`config.mk`:
```
export PLATFORM = sky130hd
export DESIGN_NAME = frame_stream_ctrl
export DESIGN_NICKNAME = d
export VERILOG_FILES = /design/src/rtl/vision_pkg.sv /design/src/rtl/frame_counter.sv /design/src/rtl/frame_stream_ctrl.sv
export SDC_FILE = /design/constraint.sdc
export NUM_CORES = 1
export LEC_CHECK = 0
export ABC_AREA = 1
export BUFFER_PORTS_ARGS = -buffer_cell sky130_fd_sc_hd__buf_2
export CAP_MARGIN = 20
export CORE_UTILIZATION = 55
export DETAILED_ROUTE_END_ITERATION = 10
export GPL_TIMING_DRIVEN = 1
export PLACE_DENSITY = 0.77
export SYNTH_ARGS = -nofsm -noshare
export SYNTH_HDL_FRONTEND = slang
export SYNTH_HIERARCHICAL = 1
export SYNTH_SLANG_ARGS = --single-unit
```
`constraint.sdc`:
```
create_clock -name clk_i -period 4.2 [get_ports clk_i]
set_input_delay 0.63 -clock clk_i [delete_from_list [all_inputs] [get_ports clk_i]]
set_output_delay 0.63 -clock clk_i [all_outputs]
set_load 0.005 [all_outputs]
```
`src/rtl/vision_pkg.sv`:
```
// Shared definitions for the vision output path: source indices, the
// stream-controller state type and the nominal image geometry.
package vision_pkg;

  // Tap indices as seen by the output scheduler
  localparam int SRC_UNPACK = 0;
  localparam int SRC_GX     = 1;
  localparam int SRC_GY     = 2;
  localparam int SRC_MAG    = 3;

  // Nominal camera frame geometry
  localparam int IMAGE_W = 320;
  localparam int IMAGE_H = 240;

  typedef enum logic {
    IDLE   = 1'b0,
    STREAM = 1'b1
  } ctrl_state_e;

endpackage

```
`src/rtl/frame_counter.sv`:
```
// Column/row position counter for one frame. Advances on every accepted
// beat, wraps the column at end of line and the row at end of frame, and
// flags the beat that completes the frame.
module frame_counter
  import vision_pkg::*;
#(
  parameter int linewidth_px_p = IMAGE_W,
  parameter int lines_p        = IMAGE_H
) (
  input  logic clk_i,
  input  logic reset_i,
  input  logic accept_i,
  output logic last_o
);

  // A single-line frame still needs a 1-bit row register
  localparam int COL_W = (linewidth_px_p > 1) ? $clog2(linewidth_px_p) : 1;
  localparam int ROW_W = (lines_p > 1) ? $clog2(lines_p) : 1;

  localparam logic [COL_W-1:0] COL_LAST = COL_W'(linewidth_px_p - 1);
  localparam logic [ROW_W-1:0] ROW_LAST = ROW_W'(lines_p - 1);

  logic [COL_W-1:0] col_q, col_d;
  logic [ROW_W-1:0] row_q, row_d;
  logic             col_wrap;
  logic             row_wrap;

  assign col_wrap = (col_q == COL_LAST);
  assign row_wrap = (row_q == ROW_LAST);

  // Next position: hold unless a beat is accepted, never count past the terminals
  always_comb begin
    col_d = col_q;
    row_d = row_q;
    if (accept_i) begin
      if (col_wrap) begin
        col_d = '0;
        row_d = row_wrap ? '0 : row_q + 1'b1;
      end else begin
        col_d = col_q + 1'b1;
      end
    end
  end

  // Position registers, cleared immediately by reset so an aborted frame restarts at 0,0
  always_ff @(posedge clk_i or negedge reset_i) begin
    if (!reset_i) begin
      col_q <= '0;
      row_q <= '0;
    end else begin
      col_q <= col_d;
      row_q <= row_d;
    end
  end

  assign last_o = col_wrap && row_wrap;

endmodule

```
`src/rtl/frame_stream_ctrl.sv`:
```
// Frame-aware output scheduler. Latches one source per frame from the
// synchronized button request, forwards that source to the packer with
// zero-latency handshaking, drains every other tap, and returns to IDLE
// after exactly linewidth_px_p * lines_p accepted beats.
module frame_stream_ctrl
  import vision_pkg::*;
#(
  parameter int num_src_p      = 4,
  parameter int width_p        = 1,
  parameter int linewidth_px_p = IMAGE_W,
  parameter int lines_p        = IMAGE_H,
  parameter int default_src_p  = SRC_MAG
) (
  input  logic                           clk_i,
  input  logic                           reset_i,
  input  logic [num_src_p-2:0]           mode_i,
  input  logic [num_src_p-1:0]           valid_i,
  input  logic [num_src_p*width_p-1:0]   data_i,
  output logic [num_src_p-1:0]           ready_o,
  output logic                           valid_o,
  output logic [width_p-1:0]             data_o,
  input  logic                           ready_i,
  output logic [$clog2(num_src_p)-1:0]   sel_o,
  output logic                           busy_o,
  output logic                           frame_done_o
);

  localparam int SEL_W = $clog2(num_src_p);
  localparam int NM    = num_src_p - 1;

  // One-hot request picks that source; idle buttons or chords fall back to the default
  function automatic logic [SEL_W-1:0] decode_mode(input logic [NM-1:0] m);
    logic [SEL_W-1:0] idx;
    int               ones;
    idx  = SEL_W'(default_src_p);
    ones = 0;
    for (int k = 0; k < NM; k++) begin
      if (m[k]) ones++;
    end
    if (ones == 1) begin
      for (int k = 0; k < NM; k++) begin
        if (m[k]) idx = SEL_W'(k);
      end
    end
    return idx;
  endfunction

  logic [NM-1:0]    mode_s1_q;
  logic [NM-1:0]    mode_s2_q;
  logic [SEL_W-1:0] mode_dec;
  ctrl_state_e      state_q;
  logic [SEL_W-1:0] sel_q;
  logic             frame_done_q;
  logic             sel_valid;
  logic [width_p-1:0] sel_data;
  logic             dec_valid;
  logic             streaming;
  logic             accept;
  logic             last_beat;

  // Two-flop synchronizer for the asynchronous button levels
  always_ff @(posedge clk_i or negedge reset_i) begin
    if (!reset_i) begin
      mode_s1_q <= '0;
      mode_s2_q <= '0;
    end else begin
      mode_s1_q <= mode_i;
      mode_s2_q <= mode_s1_q;
    end
  end

  assign mode_dec  = decode_mode(mode_s2_q);
  assign streaming = (state_q == STREAM);

  // Source muxes: latched source for the output path, decoded source for the start trigger
  always_comb begin
    sel_valid = 1'b0;
    sel_data  = '0;
    dec_valid = 1'b0;
    for (int k = 0; k < num_src_p; k++) begin
      if (sel_q == SEL_W'(k)) begin
        sel_valid = valid_i[k];
        sel_data  = data_i[k*width_p +: width_p];
      end
      if (mode_dec == SEL_W'(k)) begin
        dec_valid = valid_i[k];
      end
    end
  end

  // Drain every tap except the one being streamed, which follows the packer's ready
  always_comb begin
    ready_o = '1;
    if (streaming) begin
      for (int k = 0; k < num_src_p; k++) begin
        if (sel_q == SEL_W'(k)) ready_o[k] = ready_i;
      end
    end
  end

  // valid_o is gated only by state, never by ready_i
  assign valid_o = streaming && sel_valid;
  assign data_o  = sel_data;
  assign accept  = valid_o && ready_i;

  frame_counter #(
    .linewidth_px_p (linewidth_px_p),
    .lines_p        (lines_p)
  ) u_frame_counter (
    .clk_i    (clk_i),
    .reset_i  (reset_i),
    .accept_i (accept),
    .last_o   (last_beat)
  );

  // Frame FSM: track the request while idle, freeze the source for a whole frame
  always_ff @(posedge clk_i or negedge reset_i) begin
    if (!reset_i) begin
      state_q      <= IDLE;
      sel_q        <= SEL_W'(default_src_p);
      frame_done_q <= 1'b0;
    end else begin
      frame_done_q <= 1'b0;
      case (state_q)
        IDLE: begin
          sel_q <= mode_dec;
          if (dec_valid) state_q <= STREAM;
        end
        STREAM: begin
          if (accept && last_beat) begin
            state_q      <= IDLE;
            frame_done_q <= 1'b1;
          end
        end
        default: state_q <= IDLE;
      endcase
    end
  end

  assign sel_o        = sel_q;
  assign busy_o       = streaming;
  assign frame_done_o = frame_done_q;

endmodule

```
==> summary.md, run 1 <==
| Metric | Value |
|---|---|
| Placed Area | 1694 µm² |
| Worst Tran Pin Value | 602.3 ps |
| Fmax | 0.4809 GHz |
| CP Capture Type | output port |
| Post-synthesis cell type count | 24 |
| Maximum VDD drop | 239.5 µV |
| Syn Nets | 226 |
| Relative slew slack | 0.5985 |
| DIE WIDTH | 55.14 µm |
| Fraction of layout cells with a size suffix above 1 | 0.2060 |
| Count of hold-fix buffers inserted at cts | 0 |
| Post-synth top cells | 76 x nand2_1, 33 x inv_1, 25 x dfrtp_1 |
| Final setup vio count | 0 |
| ANT nets after route | 0 |
| Post-DP HPWL | 2.289 mm |
| Clock Pin Slew Worst Setup and Hold Paths | 140 ps |
| Final period demand of the worst path | 2080 ps |
| Wire length on met3 | 97 µm |
| Chip height | 55.14 µm |
| DR WL met2 | 1.457 mm |
| Core area | 2567 µm² |
| HP Class | input port to asynchronous set/reset pin |
| Clock skew | 3.691 ps |
| TritonCTS clock tree | yes |
| Setup Buffers After CTS | 0 |
| Vias | 1326 |
| Final nets | 253 |
| DRT Pass-1 Iters | 4 |
| Post-Syn Area | 1553 µm² |
| Area grow syn2layout | 10.88% |
| Vias per cell | 5.042 |
| Clock Sinks | 27 |
| WS Path Type | flop to output port |
| Leak Pwr | 0.9730 nW |
| H-tree depth | 1 |
| CP max FO | 5 |
| Hold Vio Cnt, Final | 0 |
| Clock root buffer | clkbuf_4 |
| GP Congestion | 0.8191 |
| CTS max path bufs | 2 |
| Vias in the first global route | 1242 |
| Post-synth EDFFs | 0 |
| CP arrival | 1450 ps |
| Leading area contributor after synthesis | dfrtp_1 |
| Total grt overflow | 0 |
| Yosys reg bits | 27 |
| Mean routed wirelength per cell | 10.96 µm |
| Pwr Density | 287.6 nW/µm² |
| Worst Path Required | 3570 ps |
| Initial core utilization | 0.6048 |
| Main area contributors after synthesis | dfrtp_1 40%, nand2_1 18%, inv_1 8.0% |
| Std cell rows | 18 |
| Post-Synthesis Cells | 207 |
| Startpoint type of the worst setup path | flop |
| Max cap viols | 0 |
| Reg-to-Reg Start | sel_o[0] |
| Cts bufs inserted | 3 |
| DRC | 0 |
| Final instance area | 1722 µm² |
| Reg-to-Reg End | u_frame_counter/row_q[5] |
| Asr flop ratio synth | 1.000 |
| Register area share after synthesis | 0.4367 |
| Most frequent cell after synthesis | nand2_1 |
| Main flop type after synthesis | dfrtp_1 |
| Drt total wl | 2.882 mm |
| Largest net degree at the start of global routing | 28 |
| M1 WL | 1.301 mm |
| Setup TNS | 0 ps |
| First-pass GRT wire length | 4.871 mm |
| Post-cts sizing count | 0 |
| # port buffers | 23 |
| Final Cycle Share | 0.4952 |
| Filler cells | 238 |
| Diodes inserted | 0 |
| Top cell type's share of synthesized area | 0.4029 |
| Antenna violations before repair | 0 |
| Pins over their slew limit | 0 |
| Reg2Reg Setup Slack | 2290 ps |
| Initial DRC count | 10 |
| Outcome | completed |
| Reg2Reg Depth | 12 |
| RSZ-0062 raised after global routing | false |
| Die area | 3040 µm² |
| Ports | 24 |
| Top sig layer | met4 |
| Worst-Skew Late Latency | 320 ps |
| Warnings, synthesis | 6 |
| GR Util All Layers | 0.2231 |
| Syn Area/Cell | 7.501 µm² |
-- how the worst max path moves through the flow --
| stage | startpoint | endpoint | slack, ps | cells past startpoint |
|---|---|---|---|---|
| floorplan | valid_i[0] | u_frame_counter/row_q[2] | 2440 | 12 |
| global placement | valid_i[0] | u_frame_counter/row_q[3] | 2270 | 13 |
| detailed placement | valid_i[0] | u_frame_counter/row_q[5] | 2200 | 13 |
| CTS | sel_o[0] | valid_o | 2120 | 5 |
| global route | sel_o[1] | valid_o | 2030 | 5 |
| finish | sel_o[0] | valid_o | 2120 | 5 |
-- metrics by stage --
stage	hold WS, ps	utilization	setup slack [ps]	std cells	power [mW]
after floorplan	331.2	-	2442	207	0.3600
after global placement	332.6	0.6598	2275	259	0.3834
after detailed placement	335.8	0.6598	2202	259	0.3903
after CTS	305.2	0.6706	2116	263	0.5008
after global routing	328.3	0.6706	2028	263	0.5248
final	292.6	0.6706	2120	263	0.4952
-- worst max-delay path, stage by stage, from the launching register on --
cell and delay [ps]:
dfstp_2 590, nor2_1 80, nand2_1 70, nand2_2 60
nor3_1 180, buf_2 140
-- cells in the final DEF (no fill, tap or decap) --
cell / n
nand2_1: 76
inv_1: 33
dfrtp_1: 25
buf_2: 23
nor2_1: 17
nand3_1: 12
nor2_2: 5
ha_1: 5
nand3_2: 4
nand4_1: 3
nor2_4: 3
o21ai_0: 3
clkbuf_4: 3
xnor2_1: 3
inv_2: 2
nand2_2: 2
o21ai_1: 2
nor3_1: 2
a21oi_1: 2
dfstp_2: 2
or2_4: 1
clkinv_2: 1
nor3_4: 1
xor2_1: 1
nand2_4: 1
nand3b_1: 1
-- cells by family after synthesis --
family / count (synthesis) / synth area share
DFF: 27 / 0.4367
buffers and inverters: 36 / 0.09186
AOI/OAI and AO/OA: 7 / 0.02256
and+or+nand+nor: 128 / 0.3860
xor gates and xnor gates: 4 / 0.02257
adders and majority gates: 5 / 0.04029
-- sequential cells by signal, summed over array words and instances, names as in the netlist --
signal	flops
u_frame_counter/col_q	9
u_frame_counter/row_q	8
mode_s1_q	3
mode_s2_q	3
sel_o	2
busy_o	1
frame_done_o	1
-- layer usage --
layer	vias up	global-route usage
met2	21	0.4317
met1	620	0.2526
met3	4	0.03279
met4	0	0.05417
met5	-	0
li1	681	-
-- power by group --
| group | internal (mW) | total (mW) | switching (mW) |
|---|---|---|---|
| Clock | 0.0357 | 0.111 | 0.0754 |
| Combinational | 0.0314 | 0.0712 | 0.0398 |
| Sequential | 0.283 | 0.313 | 0.0295 |
| Total | 0.351 | 0.495 | 0.145 |
-- layout make-up --
class	count	area [µm²]	share of cell area
well taps	30	37.54	0.02180
clock inverters	1	5.005	0.002907
flip-flops and latches	27	678.2	0.3939
repair buffers	23	115.1	0.06686
clock buffers	3	22.52	0.01308
multi-input cells	144	732.0	0.4251
inverters	35	131.4	0.07631
(Power assumes the default switching activity.)
==> inputs of run 2 (changes only) <==
- clock period: 4.2 -> 2.1 ns (I/O delays scaled with it)
==> run 2 against run 1 <==
Net effect: clock skew decreased by 1.9 ps; via count down 0.68%; wire length up 3.1%; final cell count increased by 0.38%; clock power up 100%; power grew 99%; largest cell class unchanged; largest power group unchanged.
==> summary.md, run 2 (synthesis gave the netlist of run 1 again) <==
| Metric | Value |
|---|---|
| WS Path Type | flop to flop |
| Clock Sinks | 27 (unchanged) |
| Initial core utilization | 0.6048 (unchanged) |
| RSZ-0062 raised after global routing | false |
| Diodes inserted | 0 (unchanged) |
| Final nets | 254 (+0.40%) |
| Worst Path Required | 2370 ps (-1200 ps) |
| # port buffers | 23 (unchanged) |
| Final std cells w/o fill | 264 (+0.38%) |
| Startpoint type of the worst setup path | flop |
| Antenna violations before repair | 0 (unchanged) |
| Vias in the first global route | 1222 (-1.6%) |
| Regs by FF count | u_frame_counter/col_q (9), u_frame_counter/row_q (8) |
| Max cap viols | 0 (unchanged) |
| Chip height | 55.14 µm (unchanged) |
| Mean routed wirelength per cell | 11.26 µm (+2.7%) |
| Outcome | completed |
| Post-DP HPWL | 2.233 mm (-2.4%) |
| CP Capture Type | flop |
| Maximum VDD drop | 446.3 µV (+86%) |
| HP Class | input port to flop |
| Fraction of layout cells with a size suffix above 1 | 0.2009 (-0.005154) |
| Core area | 2567 µm² (unchanged) |
| Final setup vio count | 0 (unchanged) |
| Vias per cell | 4.989 (-1.1%) |
| GP Congestion | 0.8348 (+1.9%) |
| Vias | 1317 (-0.68%) |
| Placed Cells incl. Taps | 259 (unchanged) |
| Clock root buffer | clkbuf_4 |
| Setup TNS | 0 ps (unchanged) |
| Initial DRC count | 21 (+11) |
| Worst Hold Slack | 87.55 ps (-205.1 ps) |
| Clock skew | 1.756 ps (-1.935 ps) |
| Pwr Density | 570.2 nW/µm² (+98%) |
| GR Util All Layers | 0.2199 (-0.003214) |
| Commonest non-fill, non-tap cell in the layout | nand2_1 |
| Max reg flops | 9 (unchanged) |
| DRC | 0 (unchanged) |
| Clock Pin Slew Worst Setup and Hold Paths | 140 ps (about the same) |
| Fmax | 0.5267 GHz |
| Drt total wl | 2.972 mm (+3.1%) |
| Hold Vio Cnt, Final | 0 (unchanged) |
| Std cell rows | 18 (unchanged) |
| Relative slew slack | 0.5962 (-0.002315) |
| Setup Buffers After CTS | 0 (unchanged) |
| Ports | 24 (unchanged) |
| Cts bufs inserted | 3 (unchanged) |
| H-tree depth | 1 (unchanged) |
| First-pass GRT wire length | 4.726 mm (-3.0%) |
| CP arrival | 2170 ps (+720 ps) |
| Worst-Skew Late Latency | 320 ps (about the same) |
| Area grow syn2layout | 11.44% |
| DRT Pass-1 Iters | 4 (unchanged) |
| TritonCTS clock tree | yes |
| Largest Register | u_frame_counter/col_q |
| Worst Tran Pin Value | 605.8 ps (+3.473 ps) |
| Final period demand of the worst path | 1898 ps |
| ANT nets after route | 0 (unchanged) |
| CTS max path bufs | 2 (unchanged) |
| Final Cycle Share | 0.9040 |
| Pins over their slew limit | 0 (unchanged) |
| Largest net degree at the start of global routing | 28 (unchanged) |
| DIE WIDTH | 55.14 µm (unchanged) |
| Total grt overflow | 0 (unchanged) |
| Leak Pwr | 0.9745 nW (+0.15%) |
| CP max FO | 13 (+8) |
| Commonest non-fill, non-tap cells in the layout | 76 x nand2_1, 33 x inv_1, 25 x dfrtp_1, 23 x buf_2, 17 x nor2_1 |
| Die area | 3040 µm² (unchanged) |
## run 2: routing by layer
layer  up-vias  share of wire  GRT usage
met3         2          0.039    0.02732
met1       608           0.45     0.2326
met2        28           0.50     0.4357
met4         0         0.0050    0.07917
li1        679              -          -
met5         -              0          0
## run 2: final cells by class
class                      instances  area, µm²
sequential                        27      678.2
multi-input combinational        144      732.0
clock buffer                       4      26.28
tap                               30      37.54
timing repair buffer              24      125.1
fill                             225      837.1
inverter                          35      131.4
## run 2: where the power goes
| group | internal, mW | switching (mW) | leakage [nW] | total (mW) |
|---|---|---|---|---|
| clock network | 0.0743 | 0.150 | 0.0150 | 0.224 |
| logic | 0.0631 | 0.0771 | 0.631 | 0.140 |
| registers | 0.567 | 0.0556 | 0.328 | 0.623 |
| total | 0.704 | 0.282 | 0.974 | 0.987 |
## run 2: per-stage QoR
step                setup slack (ps)  power (mW)  utilization  instance area, µm²
finish                         201.6      0.9866       0.6740                1730
detailed placement             214.4      0.7737       0.6598                1694
CTS                            186.0      0.9979       0.6740                1730
global placement               285.7      0.7645       0.6598                1694
global route                   27.17       1.039       0.6740                1730
floorplan                      375.2      0.7200            -                1553
## run 2: worst paths after layout
| check | from | to | slack (ps) | cells past startpoint |
|---|---|---|---|---|
| max | sel_o[1] | u_frame_counter/row_q[3] | 200 | 12 |
| min | mode_i[1] | mode_s1_q[1] | 90 | 1 |
| max reg2reg | sel_o[1] | u_frame_counter/row_q[3] | 200 | 12 |
| min reg2reg | mode_s1_q[2] | mode_s2_q[2] | 370 | 0 |
| max in group asynchronous | reset_i | u_frame_counter/col_q[8] | 1190 | 2 |
| min in group asynchronous | reset_i | u_frame_counter/col_q[1] | 520 | 2 |
## run 2: what timing repair did
action                    CTS  global route
gates resized for setup     0             0
hold endpoints to repair   25             0
hold buffers                1             0
## run 2: critical path: stages (launching register included)
cell and delay (ps):
dfstp_2 590, inv_1 60, nand2_1 90, nor2_2 50, nor2_2 100, nand3_2 100, inv_1 160, nand3_2 120
nor2_4 150, nand2_4 130, nor2_4 150, nand2_1 70, nand2_1 60
==> inputs of run 3 (changes only) <==
- PLACE_DENSITY: 0.77 -> 0.76
- SYNTH_HIERARCHICAL: 1 -> not set
==> run 3 against run 2 <==
Net effect: the run now ends with DRC left; sequential cell count is the same; fmax grew 1.7%; first-iteration DRC count grew to 2.5 times the previous value; sequential share of layout area shrank 1.9 points; core utilization shrank 2.6 points; via count grew 0.76%; non-clock buffer count is the same; wire length shrank 6.2%; combinational power grew 31%; clock skew grew 3.2 ps; final cell count grew 0.76%; count of clock-buffer cells in the layout shrank 1; critical path type is now flop to output port.
==> summary.md, run 3 <==
| Metric | Value |
|---|---|
| Outcome | finished with violations |
| Violated checks | DRC |
| Post-synth EDFFs | 0 (unchanged) |
| Top sig layer | met4 |
| Count of hold-fix buffers inserted at cts | 1 (unchanged) |
| Area occupied by multi-input gates | 838.3 µm² (+15%) |
| GR Util All Layers | 0.2017 (-0.01823) |
| Fmax | 0.5354 GHz (+1.7%) |
| Commonest non-fill, non-tap cells in the layout | 74 x nand2_1, 25 x dfrtp_1, 24 x inv_1, 23 x buf_2, 19 x nor2_1 |
| Main area contributors after synthesis | dfrtp_1 38%, nand2_1 17%, inv_1 5.5% |
| CP cell instances | nor2_2 -> nand2_1 -> nand3_2 -> nor2_2 -> buf_2 |
| Regs by FF count | u_frame_counter.col_q (9), u_frame_counter.row_q (8) |
| Chip height | 56.70 µm (+2.8%) |
| Antenna violations before repair | 0 (unchanged) |
| Reg2Reg Depth | 8 (-4) |
| Max reg flops | 9 (unchanged) |
| Filler cells | 262 (+16%) |
| Die area | 3214 µm² (+5.7%) |
| Vias per cell | 4.989 (about the same) |
| M1 WL | 1.395 mm (+3.5%) |
| Clock Pin Slew Worst Setup and Hold Paths | 140 ps (about the same) |
| Final period demand of the worst path | 1868 ps (-30.83 ps) |
| Area grow syn2layout | 10.49% |
| Drt total wl | 2.788 mm (-6.2%) |
| Top cell type's share of synthesized area | 0.3802 (-0.02267) |
| Main flop type after synthesis | dfrtp_1 |
| Setup TNS | 0 ps (unchanged) |
| Startpoint type of the worst setup path | flop |
| Cts bufs inserted | 3 (unchanged) |
| Final std cells w/o fill | 266 (+0.76%) |
| Register area share after synthesis | 0.4122 (-0.02458) |
| Reg-to-Reg End | busy_o |
| Yosys reg bits | 27 (unchanged) |
| Initial core utilization | 0.5865 (-0.01825) |
| Leading area contributor after synthesis | dfrtp_1 |
| DRC | 6 (+6) |
| Sequential cell area | 678.2 µm² (unchanged) |
| Syn Area/Cell | 7.872 µm² (+4.9%) |
| DR WL met2 | 1.299 mm (-13%) |
| Core area | 2805 µm² (+9.3%) |
| Worst-Skew Late Latency | 320 ps (about the same) |
| Relative slew slack | 0.6140 (+0.01786) |
| Commonest non-fill, non-tap cell in the layout | nand2_1 |
| Reg-to-Reg Start | u_frame_counter.col_q[0] |
| WS Path Type | flop to output port |
| Post-synth top cells | 74 x nand2_1, 25 x dfrtp_1, 24 x inv_1 |
| HP Class | input port to flop |
| Setup Buffers After CTS | 0 (unchanged) |
| DIE WIDTH | 56.70 µm (+2.8%) |
| CP Capture Type | output port |
| DRT Pass-1 Iters | 7 (+3) |
| Worst Path Required | 1780 ps (-590 ps) |
| Asr flop ratio synth | 1.000 (unchanged) |
| Worst Hold Slack | 88.87 ps (+1.322 ps) |
| ANT nets after route | 0 (unchanged) |
| Leak Pwr | 1.047 nW (+7.4%) |
| Worst Tran Pin Value | 579.0 ps (-26.78 ps) |
| Ports | 24 (unchanged) |
| # port buffers | 23 (unchanged) |
| Clock Sinks | 27 (unchanged) |
| CP max stage delay | 660 ps (+70 ps) |
| Mean routed wirelength per cell | 10.48 µm (-6.9%) |
| Final setup vio count | 0 (unchanged) |
| CP max FO | 10 (-3) |
| Max cap viols | 0 (unchanged) |
| Wire length on met3 | 70 µm (-40%) |
| Crit. path cell count | 5 (-7) |
| CP endpoint | valid_o |
| Pins over their slew limit | 0 (unchanged) |
| Initial DRC count | 53 (+150%) |
| CTS max path bufs | 2 (unchanged) |
| GP Congestion | 0.7901 (-5.4%) |
| Final nets | 255 (+0.39%) |
| Vias | 1327 (+0.76%) |
| Pwr Density | 564.8 nW/µm² (-0.94%) |
| Hold Vio Cnt, Final | 0 (unchanged) |
| Placed Cells incl. Taps | 261 (+0.77%) |
| Post-Synthesis Cells | 209 (+0.97%) |
| Syn Nets | 228 (+0.88%) |
| Number of buffers and inverters on the critical path | 1 (-1) |
| Maximum VDD drop | 301.2 µV (-33%) |
| Total grt overflow | 0 (unchanged) |
| Clock skew | 4.990 ps (+3.234 ps) |
| Crit-path slowest cell | dfstp_2 |
| Post-Syn Area | 1645 µm² (+6.0%) |
| Most frequent cell after synthesis | nand2_1 |
| Final Cycle Share | 0.8893 (-0.01468) |
| Vias in the first global route | 1216 (-0.49%) |
| Post-synthesis cell type count | 27 (+13%) |
| Std cell rows | 19 (+1) |
| Reg2Reg Setup Slack | 500 ps (+300 ps) |
| Warnings, synthesis | 0 (-6) |
| Diodes inserted | 0 (unchanged) |
| Post-DP HPWL | 2.106 mm (-5.7%) |
| Crit path max-delay family | flip-flops |
| Crit path top cell by count | nor2_2 |
| TritonCTS clock tree | yes |
| Crit. Startpoint | sel_o[0] |
| H-tree depth | 1 (unchanged) |
| Clock root buffer | clkbuf_4 |
| Largest Register | u_frame_counter.col_q |
| Post-cts sizing count | 0 (unchanged) |
| Largest net degree at the start of global routing | 28 (unchanged) |
| Fraction of layout cells with a size suffix above 1 | 0.2085 (+0.007656) |
| First-pass GRT wire length | 5.050 mm (+6.9%) |
| CP arrival | 1550 ps (-620 ps) |
| RSZ-0062 raised after global routing | false |
## run 3: cell types whose count changed in the layout (fill, tap and decap cells not counted), moves of 2 or more
| cell | previous run | this run |
|---|---|---|
| inv_1 | 33 | 24 |
| nand3_1 | 12 | 17 |
| xor2_1 | 1 | 6 |
| nand3_2 | 4 | 1 |
| nand3_4 | 0 | 3 |
| nor2_8 | 0 | 3 |
| nand2_1 | 76 | 74 |
| nor2_1 | 17 | 19 |
| nor2_2 | 5 | 3 |
| nor2_4 | 3 | 1 |
| o21ai_2 | 0 | 2 |
## run 3: area by class of cell
type | count | area share
clock buffer | 3 | 0.01239
clock inverter | 1 | 0.002753
inverter | 28 | 0.06056
multi-input combinational | 152 | 0.4611
sequential | 27 | 0.3730
tap | 31 | 0.02134
timing repair buffer | 24 | 0.06882
## run 3: report_power, final
group	switching, mW	internal (mW)	leakage, nW
clock network	0.152	0.0713	0.0177
registers	0.0548	0.566	0.344
logic	0.103	0.0795	0.686
total	0.310	0.717	1.05
## run 3: cells by family (layout without fill, tap and decap cells)
family,Yosys count,in the layout,share of synthesized area
fa+ha+maj,5,5,0.03802
compound gates,8,8,0.02889
xor+xnor,9,9,0.04791
flops,27,27,0.4122
buf+inv,30,56,0.07833
simple gates,130,130,0.3947
## run 3: metrics by stage
step / util / setup WS (ps) / total power [mW] / cell area [µm²]
6_report: 0.6481 / 232.4 / 1.027 / 1818
5_1_grt: 0.6481 / 111.4 / 1.102 / 1818
4_1_cts: 0.6481 / 211.6 / 1.041 / 1818
3_5_place_dp: 0.6347 / 507.7 / 0.8147 / 1780
3_3_place_gp: 0.6347 / 524.0 / 0.8065 / 1780
2_1_floorplan: - / 651.6 / 0.7602 / 1645
## run 3: layer usage
metal / vias up / global-route usage
met5: - / 0
li1: 703 / -
met3: 2 / 0.02995
met4: 0 / 0.07500
met2: 19 / 0.3350
met1: 603 / 0.2657
## run 3: worst min-delay path by stage
stage | from | to | slack [ps] | cells past startpoint
2_1_floorplan | reset_i | busy_o | 20 | 0
3_3_place_gp | mode_s1_q[2] | mode_s2_q[2] | 330 | 0
3_5_place_dp | mode_s1_q[2] | mode_s2_q[2] | 340 | 0
4_1_cts | mode_i[1] | mode_s1_q[1] | 80 | 1
5_1_grt | mode_i[2] | mode_s1_q[2] | 60 | 1
6_report | mode_i[1] | mode_s1_q[1] | 90 | 1
